$ cat src/rtl/kbd_pkg.sv
// Shared keyboard definitions: parser states, PS/2 prefix bytes and the
// note-key code list used by both this arbiter and the tone-step table.
package kbd_pkg;

  typedef enum logic [1:0] {
    ST_IDLE    = 2'd0,
    ST_BRK     = 2'd1,
    ST_EXT     = 2'd2,
    ST_EXT_BRK = 2'd3
  } parser_state_e;

  localparam logic [7:0] KC_BREAK = 8'hF0;
  localparam logic [7:0] KC_EXT   = 8'hE0;

  // The 24 scan codes that map to notes; anything else is not a note key.
  function automatic logic is_note_code(input logic [7:0] code);
    logic hit;
    hit = 1'b0;
    case (code)
      8'h15, 8'h1D, 8'h24, 8'h2D, 8'h2C, 8'h35, 8'h3C, 8'h43,
      8'h44, 8'h4D, 8'h1C, 8'h1B, 8'h23, 8'h2B, 8'h34, 8'h33,
      8'h3B, 8'h42, 8'h4B, 8'h22, 8'h21, 8'h2A, 8'h32, 8'h31: hit = 1'b1;
      default: hit = 1'b0;
    endcase
    return hit;
  endfunction

endpackage

$ cat src/rtl/held_key_stack.sv
// Stack of held note keys, oldest in slot 0. Handles typematic-repeat
// suppression, push, evict-oldest push when full, and single-cycle
// compacting removal. Outputs are registered from the next-state stack so
// they move on the same edge as the stack itself.
module held_key_stack #(
  parameter int DEPTH = 4,
  parameter int CW    = $clog2(DEPTH + 1)
) (
  input  logic          clk,
  input  logic          reset,
  input  logic          push,
  input  logic          pop,
  input  logic [7:0]    key,
  output logic [7:0]    top_code,
  output logic          not_empty,
  output logic [CW-1:0] held_count,
  output logic          overflow
);

  logic [7:0]    slot_q [DEPTH];
  logic [7:0]    slot_d [DEPTH];
  logic [CW-1:0] count_q, count_d;
  logic [7:0]    top_q, top_d;
  logic          on_q, on_d;
  logic          ovf_q, ovf_d;
  logic          hit;
  logic [CW-1:0] hit_idx;

  // Locate the key among the live entries (first match; codes are unique).
  always_comb begin
    hit     = 1'b0;
    hit_idx = '0;
    for (int i = 0; i < DEPTH; i++) begin
      if (!hit && (CW'(i) < count_q) && (slot_q[i] == key)) begin
        hit     = 1'b1;
        hit_idx = CW'(i);
      end
    end
  end

  // Next stack contents, count and overflow pulse for this cycle's event.
  // Slots above the top are always zero, so a compacting shift that pulls
  // in the slot above the top naturally clears the vacated entry.
  always_comb begin
    for (int i = 0; i < DEPTH; i++) slot_d[i] = slot_q[i];
    count_d = count_q;
    ovf_d   = 1'b0;
    if (push && !hit) begin
      if (count_q < CW'(DEPTH)) begin
        for (int i = 0; i < DEPTH; i++) begin
          if (CW'(i) == count_q) slot_d[i] = key;
        end
        count_d = count_q + 1'b1;
      end else begin
        for (int i = 0; i < DEPTH - 1; i++) slot_d[i] = slot_q[i + 1];
        slot_d[DEPTH-1] = key;
        ovf_d           = 1'b1;
      end
    end else if (pop && hit) begin
      for (int i = 0; i < DEPTH - 1; i++) begin
        if (CW'(i) >= hit_idx) slot_d[i] = slot_q[i + 1];
      end
      slot_d[DEPTH-1] = 8'h00;
      count_d         = count_q - 1'b1;
    end
  end

  // Sounding note is the newest entry of the next-state stack.
  always_comb begin
    top_d = 8'h00;
    for (int i = 0; i < DEPTH; i++) begin
      if (CW'(i + 1) == count_d) top_d = slot_d[i];
    end
    on_d = (count_d != '0);
  end

  // Stack and output registers with synchronous reset.
  always_ff @(posedge clk) begin
    if (reset) begin
      for (int i = 0; i < DEPTH; i++) slot_q[i] <= 8'h00;
      count_q <= '0;
      top_q   <= 8'h00;
      on_q    <= 1'b0;
      ovf_q   <= 1'b0;
    end else begin
      for (int i = 0; i < DEPTH; i++) slot_q[i] <= slot_d[i];
      count_q <= count_d;
      top_q   <= top_d;
      on_q    <= on_d;
      ovf_q   <= ovf_d;
    end
  end

  assign top_code   = top_q;
  assign not_empty  = on_q;
  assign held_count = count_q;
  assign overflow   = ovf_q;

endmodule

$ cat src/rtl/note_key_arbiter.sv
// PS/2 make/break parser feeding a last-note-priority held-key stack.
//
// state      | meaning
// -----------+------------------------------------------------------
// ST_IDLE    | waiting for a byte; plain byte is a make event
// ST_BRK     | F0 seen; next plain byte is a break event
// ST_EXT     | E0 seen; next byte is an extended key (ignored)
// ST_EXT_BRK | E0 F0 or F0 E0 seen; next byte is ignored
//
// Prefix states abort to ST_IDLE when no byte arrives for TIMEOUT cycles.
module note_key_arbiter #(
  parameter int DEPTH   = 4,
  parameter int TIMEOUT = 100000,
  parameter int CW      = $clog2(DEPTH + 1)
) (
  input  logic          clk,
  input  logic          reset,
  input  logic [7:0]    scan_code,
  input  logic          scan_valid,
  output logic [7:0]    codigo,
  output logic          note_on,
  output logic [CW-1:0] held_count,
  output logic          overflow
);

  import kbd_pkg::*;

  localparam int            TW = (TIMEOUT > 2) ? $clog2(TIMEOUT) : 1;
  localparam logic [TW-1:0] TC = TW'(TIMEOUT - 1);

  parser_state_e state_q, state_d;
  logic [TW-1:0] tmo_q, tmo_d;
  logic          make_evt, break_evt;

  // Parser state and prefix timer registers.
  always_ff @(posedge clk) begin
    if (reset) begin
      state_q <= ST_IDLE;
      tmo_q   <= '0;
    end else begin
      state_q <= state_d;
      tmo_q   <= tmo_d;
    end
  end

  // Next-state: bytes drive the FSM; a silent prefix expires back to idle.
  always_comb begin
    state_d = state_q;
    if (scan_valid) begin
      case (state_q)
        ST_IDLE: begin
          if (scan_code == KC_BREAK)    state_d = ST_BRK;
          else if (scan_code == KC_EXT) state_d = ST_EXT;
        end
        ST_BRK:     state_d = (scan_code == KC_EXT)   ? ST_EXT_BRK : ST_IDLE;
        ST_EXT:     state_d = (scan_code == KC_BREAK) ? ST_EXT_BRK : ST_IDLE;
        ST_EXT_BRK: state_d = ST_IDLE;
        default:    state_d = ST_IDLE;
      endcase
    end else if ((state_q != ST_IDLE) && (tmo_q == TC)) begin
      state_d = ST_IDLE;
    end
  end

  // Prefix timer: restarts on every byte, runs only in prefix states, saturates.
  always_comb begin
    tmo_d = tmo_q;
    if (scan_valid || (state_q == ST_IDLE)) tmo_d = '0;
    else if (tmo_q != TC)                   tmo_d = tmo_q + 1'b1;
  end

  // Event decode: only note codes produce stack operations.
  always_comb begin
    make_evt  = 1'b0;
    break_evt = 1'b0;
    if (scan_valid && is_note_code(scan_code)) begin
      make_evt  = (state_q == ST_IDLE);
      break_evt = (state_q == ST_BRK);
    end
  end

  held_key_stack #(
    .DEPTH (DEPTH),
    .CW    (CW)
  ) u_stack (
    .clk        (clk),
    .reset      (reset),
    .push       (make_evt),
    .pop        (break_evt),
    .key        (scan_code),
    .top_code   (codigo),
    .not_empty  (note_on),
    .held_count (held_count),
    .overflow   (overflow)
  );

endmodule
$ cat config.mk
export PLATFORM = sky130hd
export DESIGN_NAME = note_key_arbiter
export DESIGN_NICKNAME = d
export VERILOG_FILES = /design/src/rtl/kbd_pkg.sv /design/src/rtl/held_key_stack.sv /design/src/rtl/note_key_arbiter.sv
export SDC_FILE = /design/constraint.sdc
export NUM_CORES = 1
export LEC_CHECK = 0
export CAP_MARGIN = 20
export CORE_UTILIZATION = 27
export CTS_BUF_LIST = sky130_fd_sc_hd__clkbuf_16
export DETAILED_ROUTE_END_ITERATION = 8
export MAX_ROUTING_LAYER = met4
export PLACE_DENSITY_LB_ADDON = 0.08
export SYNTH_ARGS = -nofsm -noshare
export SYNTH_HDL_FRONTEND = slang
export SYNTH_HIERARCHICAL = 1
export SYNTH_SLANG_ARGS = --single-unit
$ cat constraint.sdc
create_clock -name clk -period 3.9 [get_ports clk]
set_input_delay 0.585 -clock clk [delete_from_list [all_inputs] [get_ports clk]]
set_output_delay 0.585 -clock clk [all_outputs]
set_load 0.01 [all_outputs]
==> impl_metrics.ini <==
[run_status]
status = finished, final reports clean

[pwr]
ir_drop_mv = 0.159
leakage_uw = 0.00166
p_total_uw = 1540
pwr_density_cell_mw_per_mm2 = 316

[synthesis]
synth-seq-cells = 64
async_reset_ff_frac = 0
synth_edf_count = 0
netlist_area_mm2 = 0.00384
synth_area_per_cell_um2 = 8.67
syn_inst = 443
yosys_warnings = 6
ys_types = 66
syn-num-nets = 461
synth_ff_type = dfxtp_1
synth_seq_area_share = 0.334

[global_route]
grt_antenna_before_repair = 0
busiest_layer = met1
grt_pass1_wl_um = 19300
grtUsageTotal = 0.182
use_met2 = 0.251
overflow = 0
grt_util_met3 = 0.0446
grt_pass1_vias = 3422
grt_max_degree = 24
grtUsageMet1 = 0.257

[route]
wirelength_um = 12100
final_antenna_net_count = 0
drc_errors = 0
viasPerCell = 5.15
drt_pass1_iterations = 4
drt_iter0_drc = 149
wire_per_inst_um = 17.3
num_vias = 3593

[floorplan]
io_pins = 24
coreArea_mm2 = 0.0139
rows = 43
dieArea_mm2 = 0.0147
die_h_um = 121
die_w_um = 121
initial_core_util = 0.277

[clocking]
holdBufCountCts = 0
cts_resized = 0
cts_made_buffers = 9
cts_tree = yes
cts.sinks = 64
path_clk_slew_ns = 0.05
clockBufferDepth = 2
clk_latency_ns = 0.34
cts_htree_levels = 3
cts_root_buf = clkbuf_16
postCtsSetupBuffers = 0

[critical_path]
worstPathMaxFanout = 6
crit_type = primary input to flip-flop
crit_path_end_kind = flip-flop
start_kind = primary input
cp.required_ns = 4.12
crit_arrival_ns = 3.91

[placed_design]
dp_slack_ns = -0.114
dpl_cell_area_mm2 = 0.00465
hpwl_um = 9210
gp_congestion = 0.821
port_buffers = 23

[layout]
insertedDiodeCount = 0
finish.utilization = 0.352
final_cell_mix = 64 x dfxtp_1, 61 x buf_4, 51 x nor2_1
areaGrowthSynthToFinish_pct = 27.4
layout.nets = 534
layout_commonest_cell = dfxtp_1
drive_gt1_frac = 0.189
fin_area_mm2 = 0.00489
n_fill_cell = 1465

[sta]
fmaxAchievable_mhz = 271
holdWs_ns = 0.489
slew_headroom = 0.561
rsz0062_at_grt = no
fin_ws_ns = 0.206
period_minus_slack_ns = 3.69
hold_viol_final = 0
finalClockSkew_ns = 0.00862
finalMaxSlewViolations = 0
period_share = 0.947
finalSetupViolCount = 0
worst_pin_slew_ns = 0.657

[flow_run]
max_cap_viol_count = 0

[worst_hold_path]
min_path_type = flip-flop to flip-flop
cell families (layout without fill, tap and decap cells):
logic type / count (synthesis) / in the layout / share of synthesized area
and+or+nand+nor: 181 / 181 / 0.257
buffers and inverters: 33 / 108 / 0.0417
DFF: 64 / 64 / 0.334
AOI/OAI and AO/OA: 100 / 100 / 0.206
xor gates and xnor gates: 41 / 41 / 0.0935
adders and majority gates: 7 / 7 / 0.0228
muxes: 17 / 17 / 0.0443
stage by stage:
stage                     std cells  setup TNS [ns]
after detailed placement        685          -0.545
after global placement          685          -0.524
final                           698               0
after CTS                       698               0
after global routing            698               0
after floorplan                 443               0
layer usage:
metal / vias to the layer above / part of all wire
met5: - / 0
met4: 0 / 0.016
met3: 19 / 0.041
met2: 58 / 0.42
met1: 1733 / 0.53
li1: 1783 / -
final cells by class:
cell class                      instances  area [um2]  area share
Sequential cell                        64        1280       0.262
Tap cell                              180         225      0.0460
Clock buffer                            9         225      0.0460
Multi-Input combinational cell        346        2400       0.490
Clock inverter                          4        16.3     0.00333
Timing Repair Buffer                   85         708       0.145
Inverter                               10        37.5     0.00767
Yosys cell counts (all sizes together), types with 9 or more instances:
master	instances	area share
a21oi	12	0.016
buf	14	0.023
clkbuf	9	0.0088
dfxtp	64	0.33
inv	10	0.0098
mux2i	17	0.044
nand2	31	0.030
nand2b	12	0.020
nand3	11	0.014
nand4	10	0.016
nor2	53	0.053
nor3	14	0.022
o21ai	12	0.016
o221ai	10	0.023
xnor2	34	0.078
critical path, cell delays in order:
cell	delay [ns]
clkdlybuf4s50_1	0.46
or3b_1	0.35
a221o_1	0.32
o31a_1	0.29
a211oi_1	0.28
buf_4	0.20
nand2_1	0.05
a211oi_1	0.35
or2_1	0.25
nand3_1	0.27
o21bai_1	0.26
a41o_1	0.22
power breakdown:
part / internal [uW] / leakage, uW / total (uW) / switching (uW)
sequential: 664 / 0.000516 / 673 / 9.50
clock: 410 / 0.000123 / 690 / 280
combinational: 84.3 / 0.00102 / 181 / 96.4
flip-flops by register name (all words and copies together) (netlist names):
| signal | cells |
|---|---|
| u_stack/not_empty | 1 |
| u_stack/held_count | 3 |
| u_stack/overflow | 1 |
| tmo_q | 17 |
| u_stack/top_code | 8 |
| u_stack/slot_q | 32 |
| state_q | 2 |
path summary, 6_finish.rpt:
check | from | end | slack [ns] | cells past startpoint
setup / recovery | scan_code[6] | u_stack/top_code[2] | 0.21 | 12
hold / removal | tmo_q[16] | tmo_q[16] | 0.49 | 2
setup reg to reg | u_stack/held_count[0] | u_stack/top_code[3] | 0.66 | 9
hold reg to reg | tmo_q[16] | tmo_q[16] | 0.49 | 2
Note: power is estimated with default switching activity, not from simulation.
